[src/rtl/ddr_wr_arbiter_pkg.sv]
// ddr_wr_arbiter_pkg: shared video DDR geometry, burst sizing and arbiter state encoding
package ddr_wr_arbiter_pkg;
  localparam int DQ_WIDTH = 32;
  localparam int DW = DQ_WIDTH * 8;
  localparam int CH_NUM = 4;
  localparam int BURST_LEN = 16;
  localparam int ADDR_WIDTH = 28;
  localparam logic [ADDR_WIDTH-1:0] FRAME_BASE = 28'h000_0000;
  localparam logic [ADDR_WIDTH-1:0] CH_STRIDE = 28'h002_0000;
  localparam int FRAME_BYTES = 115200;
  localparam int OFF_W = 17;
  typedef enum logic [1:0] {IDLE, ADDR, DATA, RESP} state_t;
  function automatic logic [OFF_W-1:0] next_off(input logic [OFF_W-1:0] o);
    logic [OFF_W:0] n;
    n = {1'b0, o} + (OFF_W+1)'(BURST_LEN * DQ_WIDTH);
    return (n >= (OFF_W+1)'(FRAME_BYTES)) ? '0 : n[OFF_W-1:0];
  endfunction
endpackage

[src/rtl/ddr_wr_arbiter_skid.sv]
// axi_skid_buf_2: two-entry skid buffer between the FIFO read port and the AXI W channel
// ports: clk, rst (async), in_valid/in_data push, out_valid/out_data/out_ready pop, occ = entries held
module axi_skid_buf_2 #(parameter int W = 256) (
  input  logic         clk,
  input  logic         rst,
  input  logic         in_valid,
  input  logic [W-1:0] in_data,
  output logic         out_valid,
  output logic [W-1:0] out_data,
  input  logic         out_ready,
  output logic [1:0]   occ
);
  logic [W-1:0] d1;
  logic pop;
  assign out_valid = occ != 2'd0;
  assign pop = out_valid && out_ready;
  always_ff @(posedge clk or posedge rst)
    if (rst) begin
      occ <= 2'd0;
      out_data <= '0;
      d1 <= '0;
    end else begin
      occ <= occ + {1'b0, in_valid} - {1'b0, pop};
      if (in_valid && (occ == 2'd0 || (occ == 2'd1 && pop))) out_data <= in_data;
      else if (pop && occ == 2'd2) out_data <= d1;
      if (in_valid && ((occ == 2'd1 && !pop) || (occ == 2'd2 && pop))) d1 <= in_data;
    end
endmodule

[src/rtl/ddr_wr_arbiter.sv]
// ddr_wr_arbiter: round-robin 4-channel sampler-FIFO to DDR AXI write-burst arbiter
// ports: clk, rst (async); ch_ready/ch_trans_id/ch_frame_start/ch_rd_data in, ch_rd_en out; AXI AW, W, B write channels; wr_err pulse
module ddr_wr_arbiter import ddr_wr_arbiter_pkg::*; (
  input  logic                   clk,
  input  logic                   rst,
  input  logic [CH_NUM-1:0]      ch_ready,
  input  logic [4*CH_NUM-1:0]    ch_trans_id,
  input  logic [CH_NUM-1:0]      ch_frame_start,
  input  logic [CH_NUM*DW-1:0]   ch_rd_data,
  output logic [CH_NUM-1:0]      ch_rd_en,
  output logic [ADDR_WIDTH-1:0]  awaddr,
  output logic [3:0]             awid,
  output logic [7:0]             awlen,
  output logic                   awvalid,
  input  logic                   awready,
  output logic [DW-1:0]          wdata,
  output logic [DW/8-1:0]        wstrb,
  output logic                   wlast,
  output logic                   wvalid,
  input  logic                   wready,
  input  logic                   bvalid,
  output logic                   bready,
  input  logic [1:0]             bresp,
  output logic                   wr_err
);
  state_t state;
  logic [1:0] grant, last_grant, sel, occ;
  logic found, inflight, rd_en, pop;
  logic [4:0] rd_cnt;
  logic [3:0] beat;
  logic [OFF_W-1:0] offset [CH_NUM];
  logic [CH_NUM-1:0] pend;
  always_comb begin
    sel = last_grant;
    found = 1'b0;
    for (int k = 3; k >= 0; k--)
      if (ch_ready[last_grant + 2'(k + 1)]) begin
        sel = last_grant + 2'(k + 1);
        found = 1'b1;
      end
  end
  assign pop = wvalid && wready;
  // a beat leaving this cycle frees its slot, so reads stay back-to-back under full throughput
  assign rd_en = state == DATA && rd_cnt < 5'(BURST_LEN) && ({1'b0, occ} + {2'b0, inflight} - {2'b0, pop}) < 3'd2;
  assign ch_rd_en = CH_NUM'(rd_en) << grant;
  assign wlast = wvalid && beat == 4'(BURST_LEN - 1);
  assign awlen = 8'(BURST_LEN - 1);
  assign wstrb = '1;
  axi_skid_buf_2 #(.W(DW)) u_skid (
    .clk(clk), .rst(rst), .in_valid(inflight), .in_data(ch_rd_data[DW*grant +: DW]),
    .out_valid(wvalid), .out_data(wdata), .out_ready(wready), .occ(occ)
  );
  always_ff @(posedge clk or posedge rst)
    if (rst) begin
      state <= IDLE;
      grant <= 2'd0;
      last_grant <= 2'd3;
      awaddr <= '0;
      awid <= '0;
      awvalid <= 1'b0;
      bready <= 1'b0;
      wr_err <= 1'b0;
      rd_cnt <= '0;
      beat <= '0;
      inflight <= 1'b0;
      pend <= '0;
      for (int i = 0; i < CH_NUM; i++) offset[i] <= '0;
    end else begin
      wr_err <= 1'b0;
      inflight <= rd_en;
      rd_cnt <= rd_cnt + 5'(rd_en);
      beat <= beat + 4'(pop);
      // a frame start on the busy channel is deferred to its response so the current burst stays in place
      for (int i = 0; i < CH_NUM; i++)
        if (ch_frame_start[i]) begin
          if (state != IDLE && grant == 2'(i)) pend[i] <= 1'b1;
          else offset[i] <= '0;
        end
      case (state)
        IDLE: if (found) begin
          grant <= sel;
          awid <= ch_trans_id[4*sel +: 4];
          awaddr <= FRAME_BASE + ADDR_WIDTH'(sel) * CH_STRIDE + ADDR_WIDTH'(ch_frame_start[sel] ? '0 : offset[sel]);
          awvalid <= 1'b1;
          rd_cnt <= '0;
          beat <= '0;
          state <= ADDR;
        end
        ADDR: if (awready) begin
          awvalid <= 1'b0;
          state <= DATA;
        end
        DATA: if (pop && wlast) begin
          bready <= 1'b1;
          state <= RESP;
        end
        RESP: if (bvalid) begin
          bready <= 1'b0;
          last_grant <= grant;
          wr_err <= bresp != 2'b00;
          pend[grant] <= 1'b0;
          offset[grant] <= (pend[grant] || ch_frame_start[grant]) ? '0 : next_off(offset[grant]);
          state <= IDLE;
        end
        default: state <= IDLE;
      endcase
    end
endmodule

[config.mk]
export PLATFORM = sky130hd
export DESIGN_NAME = ddr_wr_arbiter
export DESIGN_NICKNAME = d
export VERILOG_FILES = /design/src/rtl/ddr_wr_arbiter_pkg.sv /design/src/rtl/ddr_wr_arbiter_skid.sv /design/src/rtl/ddr_wr_arbiter.sv
export SDC_FILE = /design/constraint.sdc
export NUM_CORES = 2
export LEC_CHECK = 0
export ABC_AREA = 0
export CORE_AREA = 2 2 546 548
export DETAILED_ROUTE_END_ITERATION = 7
export DIE_AREA = 0 0 548 550
export GPL_ROUTABILITY_DRIVEN = 0
export GPL_TIMING_DRIVEN = 0
export PLACE_DENSITY_LB_ADDON = 0.3
export SKIP_LAST_GASP = 1
export SLEW_MARGIN = 40
export SYNTH_ARGS = -nofsm -noshare
export SYNTH_HDL_FRONTEND = slang
export SYNTH_SLANG_ARGS = --single-unit
[constraint.sdc]
create_clock -name clk -period 21.3 [get_ports clk]
set_clock_uncertainty 0.05 [all_clocks]
set_input_delay 4.26 -clock clk [delete_from_list [all_inputs] [get_ports clk]]
set_output_delay 4.26 -clock clk [all_outputs]
set_load 0.03 [all_outputs]
== Word level (Yosys, flattened, before mapping) ==
Cells that the tools add are included.
Cells by class
  add/sub/neg operators: 11
  magnitude comparators: 13
  equal/unequal tests: 13
  shift-type cells: 3
  mux-type cells: 74
  bitwise operators: 4
  reduce and logical (&&, ||, !) cells: 34
Operators with widths (number)
  $shiftx A1024 B11 Y256: 1
  $mux W256: 2
  $mux W17: 16
  $mux W68: 2
  $bmux W17 S2: 2
  $bwmux W68: 1
  $demux W17 S2: 1
  $mux W1: 26
  $add A19 B17 Y20: 1
  $add A17 B10 Y18 const B: 1
  $ge A18 B17 Y1 const B: 1
  $lt A2 B3 Y1 const B: 6
  $logic_and A1 B1 Y1: 16
  $mux W4: 4
  $shiftx A16 B5 Y4: 1
  $bmux W1 S2: 7
  $mux W2: 7
  $reduce_bool A2 Y1: 6
  $eq A2 B2 Y1 const B: 5
  $mux W5: 2
  $pmux W2 S4: 1
  $eq A2 B1 Y1 const B: 3
  $ge A3 B3 Y1 const B: 2
  $logic_not A2 Y1: 3
  26 further kinds: 35
Word-level totals
  register bits: 637
  input bits: 1055
  output and inout port bits: 337
  logic and storage cells: 171

== Longest topological paths before layout ==
  depth after elaboration: 12
  depth in mapped cells: 15
  mapped depth without buffers: 15

== Hierarchy ==
From an unflattened synthesis, not the netlist that was laid out.
Second synthesis, totals
  cells, all modules: 2320
  area, all modules: 36417.4 sq um
By module, submodules not included
  axi_skid_buf_2: times used 1, cells each 1381, area each 24136.9 sq um, sequential area each 12862.3 sq um
  ddr_wr_arbiter: times used 1, cells each 939, area each 12280.5 sq um, sequential area each 2805.2 sq um

== Least setup slack after synthesis ==
OpenSTA, ideal clock, no wires.
  kind: input -> output
  start: input wready
  end: output ch_rd_en[0]
  arrival: 6248 ps
  data required time: 16990 ps
  setup slack: 10742 ps
  stages: 8
  path buffers: 0
  cell sequence: and2_1 -> ha_1 -> inv_1 -> ha_1 -> fa_1 -> nor2_1 -> nand3_1 -> nor3_1
Between the ends
  word-level cells in the longest chain between the ends: 5
Ends and longest elaborated chain
  start, declared: line ddr_wr_arbiter.sv:20  | input logic wready,
  $logic_and A1 B1 Y1: line ddr_wr_arbiter.sv:42  | assign pop = wvalid && wready;
  $sub A3 B1 Y3: line ddr_wr_arbiter.sv:44  | assign rd_en = state == DATA && rd_cnt < 5'(BURST_LEN) && ({1'b0, occ} + {2'b0, inflight} - {2'b0, pop}) < 3'd ...
  $lt A3 B2 Y1: line ddr_wr_arbiter.sv:44
  $logic_and A1 B1 Y1: line ddr_wr_arbiter.sv:44
  $shl A1 B2 Y4: line ddr_wr_arbiter.sv:45  | assign ch_rd_en = CH_NUM'(rd_en) << grant;
  end, declared: line ddr_wr_arbiter.sv:10  | output logic [CH_NUM-1:0] ch_rd_en,
Every way passes these cells.

== Worst setup path after layout ==
Ends and elaborated chain as after synthesis.

==> impl_metrics.json <==
{
  "whs_ps": 435,
  "pwr-share-clk": 0.224,
  "io_buffers": 1342,
  "peakVddDrop_uv": 62.4,
  "reg2reg_setup_slack_ps": 17560,
  "holdPathStages": 2,
  "tightest_slew_ps": 918,
  "cts_root_buf": "clkbuf_16",
  "track_usage": 0.170,
  "drt_iter0_markers": 2432,
  "place_hpwl_mm": 231,
  "power.switching_mw": 3.13,
  "endpoint_kind": "primary output",
  "die_y_um": 550,
  "die_area_um2": 301000,
  "period_share": 0.546,
  "setup_viol": 0,
  "reg2reg_depth": 12,
  "worstPathMaxFanout": 6,
  "grt.overflow.total": 0,
  "combPwrFrac": 0.513,
  "synth_edf_count": 0,
  "synth_cells": 2615,
  "row_count": 200,
  "synth_cell_types": 44,
  "syn_avg_cell_area_um2": 12.7,
  "routed_wl_mm": 266,
  "hold_start": "awaddr[1]$_DFFE_PP0P_",
  "synth_area_leaders": "dfrtp_1 47%, mux4_2 18%, mux2_2 9.8%",
  "layout_commonest_cell": "clkdlybuf4s50_1",
  "final.min_clock_period_ps": 11630,
  "die_w_um": 548,
  "postRouteAntennaNets": 0,
  "min_to": "awaddr[1]$_DFFE_PP0P_",
  "n_fill_cell": 32200,
  "grt_max_degree": 26,
  "maxSlewViolCount": 0,
  "ctsHoldBuffers": 0,
  "initial_core_util": 0.112,
  "hold_path.class": "register to register",
  "relSlewSlack": 0.388,
  "async_flop_share": 1.00,
  "switching_share": 0.435,
  "reg2reg_to": "offset[24]$_DFF_PP0_",
  "post_drt_wl_per_cell_um": 32.3,
  "cp-start-kind": "primary input",
  "slowest_stage": "clkdlybuf4s50_1",
  "rsz0062_at_grt": "false",
  "required_ps": 16990,
  "arrival_ps": 7320,
  "drc": 0,
  "clk_path_buf_depth": 3,
  "insertion_delay_ps": 710,
  "area.sequential_um2": 15700,
  "core_um2": 296000,
  "status": "finished, final reports clean",
  "p_leak_nw": 22.2,
  "critPathKind": "primary input to primary output",
  "netlist_area_um2": 33200,
  "seq_power_share": 0.263,
  "cts.clk_slew.worst_paths_ps": 60,
  "numCtsBuffers": 86,
  "synth-seq-area-share": 0.472,
  "via_per_inst": 3.79,
  "ys.flop_type": "dfrtp_1",
  "cts_resized": 0,
  "max_stage_delay_ps": 750,
  "yosys_warnings": 0,
  "yosysTopAreaCell": "dfrtp_1",
  "drive_above_1_share": 0.217,
  "fmax_ghz": 0.0860,
  "cts.sinks": 626,
  "multiInputGateArea_um2": 16500,
  "htree_levels": 3,
  "io_pins": 1392,
  "cts_tree": "built",
  "power.density_nw_per_um2": 128,
  "antenna_found_initial": 221,
  "first_pass_iters": 5,
  "ys_ff_latch": 626,
  "num_vias": 31200,
  "p_int_mw": 4.08,
  "max_cap_violations": 0,
  "post_cts_buffers": 0,
  "setup_tns_ps": 0,
  "final_cell_mix": "1,334 x clkdlybuf4s50_1, 624 x dfrtp_1, 453 x nand2_1",
  "synth.top_cell.area_share": 0.470,
  "crit_chain": "clkdlybuf4s50_1 > and2_1 > ha_1 > inv_1 > ha_1 > fa_1 > nor2_1 > nand3_1 > nor3_1 > clkdlybuf4s50_1",
  "nNetsFinal": 5214,
  "syn_to_final_growth_pct": 69.8,
  "grt_pass1_vias": 31700,
  "grt_pass1_wl_mm": 334,
  "regToRegStartpoint": "grant[0]$_DFFE_PP0P_",
  "hold_viol": 0
}
logic make-up after synthesis:
family,share of synthesized area
multiplexers,0.346
adder cells (fa/ha/maj),0.00475
other,0.000226
AO/OA/AOI/OAI,0.0727
buffers and inverters,0.0386
flip-flops,0.472
AND/OR/NAND/NOR,0.0623
XOR/XNOR,0.00369
flip-flops by register name, indices dropped and copies added (netlist names):
register,flops
awaddr,18
awid,4
awvalid,1
beat,4
bready,1
grant,1
inflight,1
last_grant,2
offset,68
pend,4
rd_cnt,5
state,2
u_skid.d1,256
u_skid.occ,2
u_skid.out_data,256
wr_err,1
area by class of cell:
class	count	area share
multi-input combinational	1763	0.292
sequential	626	0.278
timing repair buffer	1397	0.259
tap	3939	0.0874
clock buffer	116	0.0430
buffer	261	0.0240
clock inverter	40	0.0124
antenna	70	0.00311
inverter	12	0.000865
synthesized netlist by cell type, types with 5 or more instances:
master	instances
o31ai_1	74
mux2i_1	227
buf_2	5
nor3_1	8
buf_6	9
inv_1	12
nand3_1	7
a22oi_1	84
nor2_1	30
o31ai_2	8
buf_4	49
nand2_1	453
clkbuf_1	151
mux2_2	290
buf_1	47
o21ai_0	190
nand2b_1	5
xnor2_1	5
and2_1	6
dfrtp_1	624
ha_1	11
xor2_1	9
mux4_2	264
a21oi_1	10
routing by layer:
| metal | share of wire | GRT usage | vias to the layer above |
|---|---|---|---|
| met5 | 0.0030 | 0.00532 | - |
| met3 | 0.12 | 0.0810 | 403 |
| met2 | 0.45 | 0.267 | 1714 |
| met1 | 0.40 | 0.207 | 16100 |
| met4 | 0.026 | 0.0428 | 126 |
| li1 | - | - | 12800 |
worst max-delay path by stage:
stage                     startpoint                          to  slack, ps  cells after the start
after CTS                     wready                 ch_rd_en[0]       9640                     10
after global routing          wready                 ch_rd_en[0]       9440                     10
after floorplan                  rst       awaddr[0]$_DFFE_PP0P_       8440                      1
after detailed placement      wready                 ch_rd_en[3]       9660                     10
after global placement           rst  u_skid.d1[133]$_DFFE_PP0P_       3200                      2
final                         wready                 ch_rd_en[0]       9670                     10
metrics by stage:
stage / setup WS [ps] / area [um2] / utilization / std cells / power (mW)
6_report: 9670 / 56400 / 0.191 / 8224 / 7.21
5_1_grt: 9440 / 56300 / 0.190 / 8176 / 7.56
4_1_cts: 9640 / 56200 / 0.190 / 8153 / 7.34
3_5_place_dp: 9660 / 53100 / 0.180 / 7997 / 5.68
3_3_place_gp: 3200 / 51700 / 0.175 / 7943 / 5.56
2_1_floorplan: 8440 / 33400 / - / 2662 / 3.74
worst max-delay path, delay by kind of cell:
kind / cells / cell delay [ps]
buf+inv: 3 / 1290
fa+ha+maj: 3 / 930
simple gates: 4 / 830
power groups by stage:
stage | sequential [mW] | clock, mW | combinational, mW
after global routing | 1.94 | 1.70 | 3.91
after CTS | 1.89 | 1.66 | 3.79
after detailed placement | 1.91 | 0 | 3.77
after global placement | 1.90 | 0 | 3.66
after floorplan | 2.19 | 0 | 1.54
final | 1.90 | 1.61 | 3.70
(Power assumes the default switching activity.)
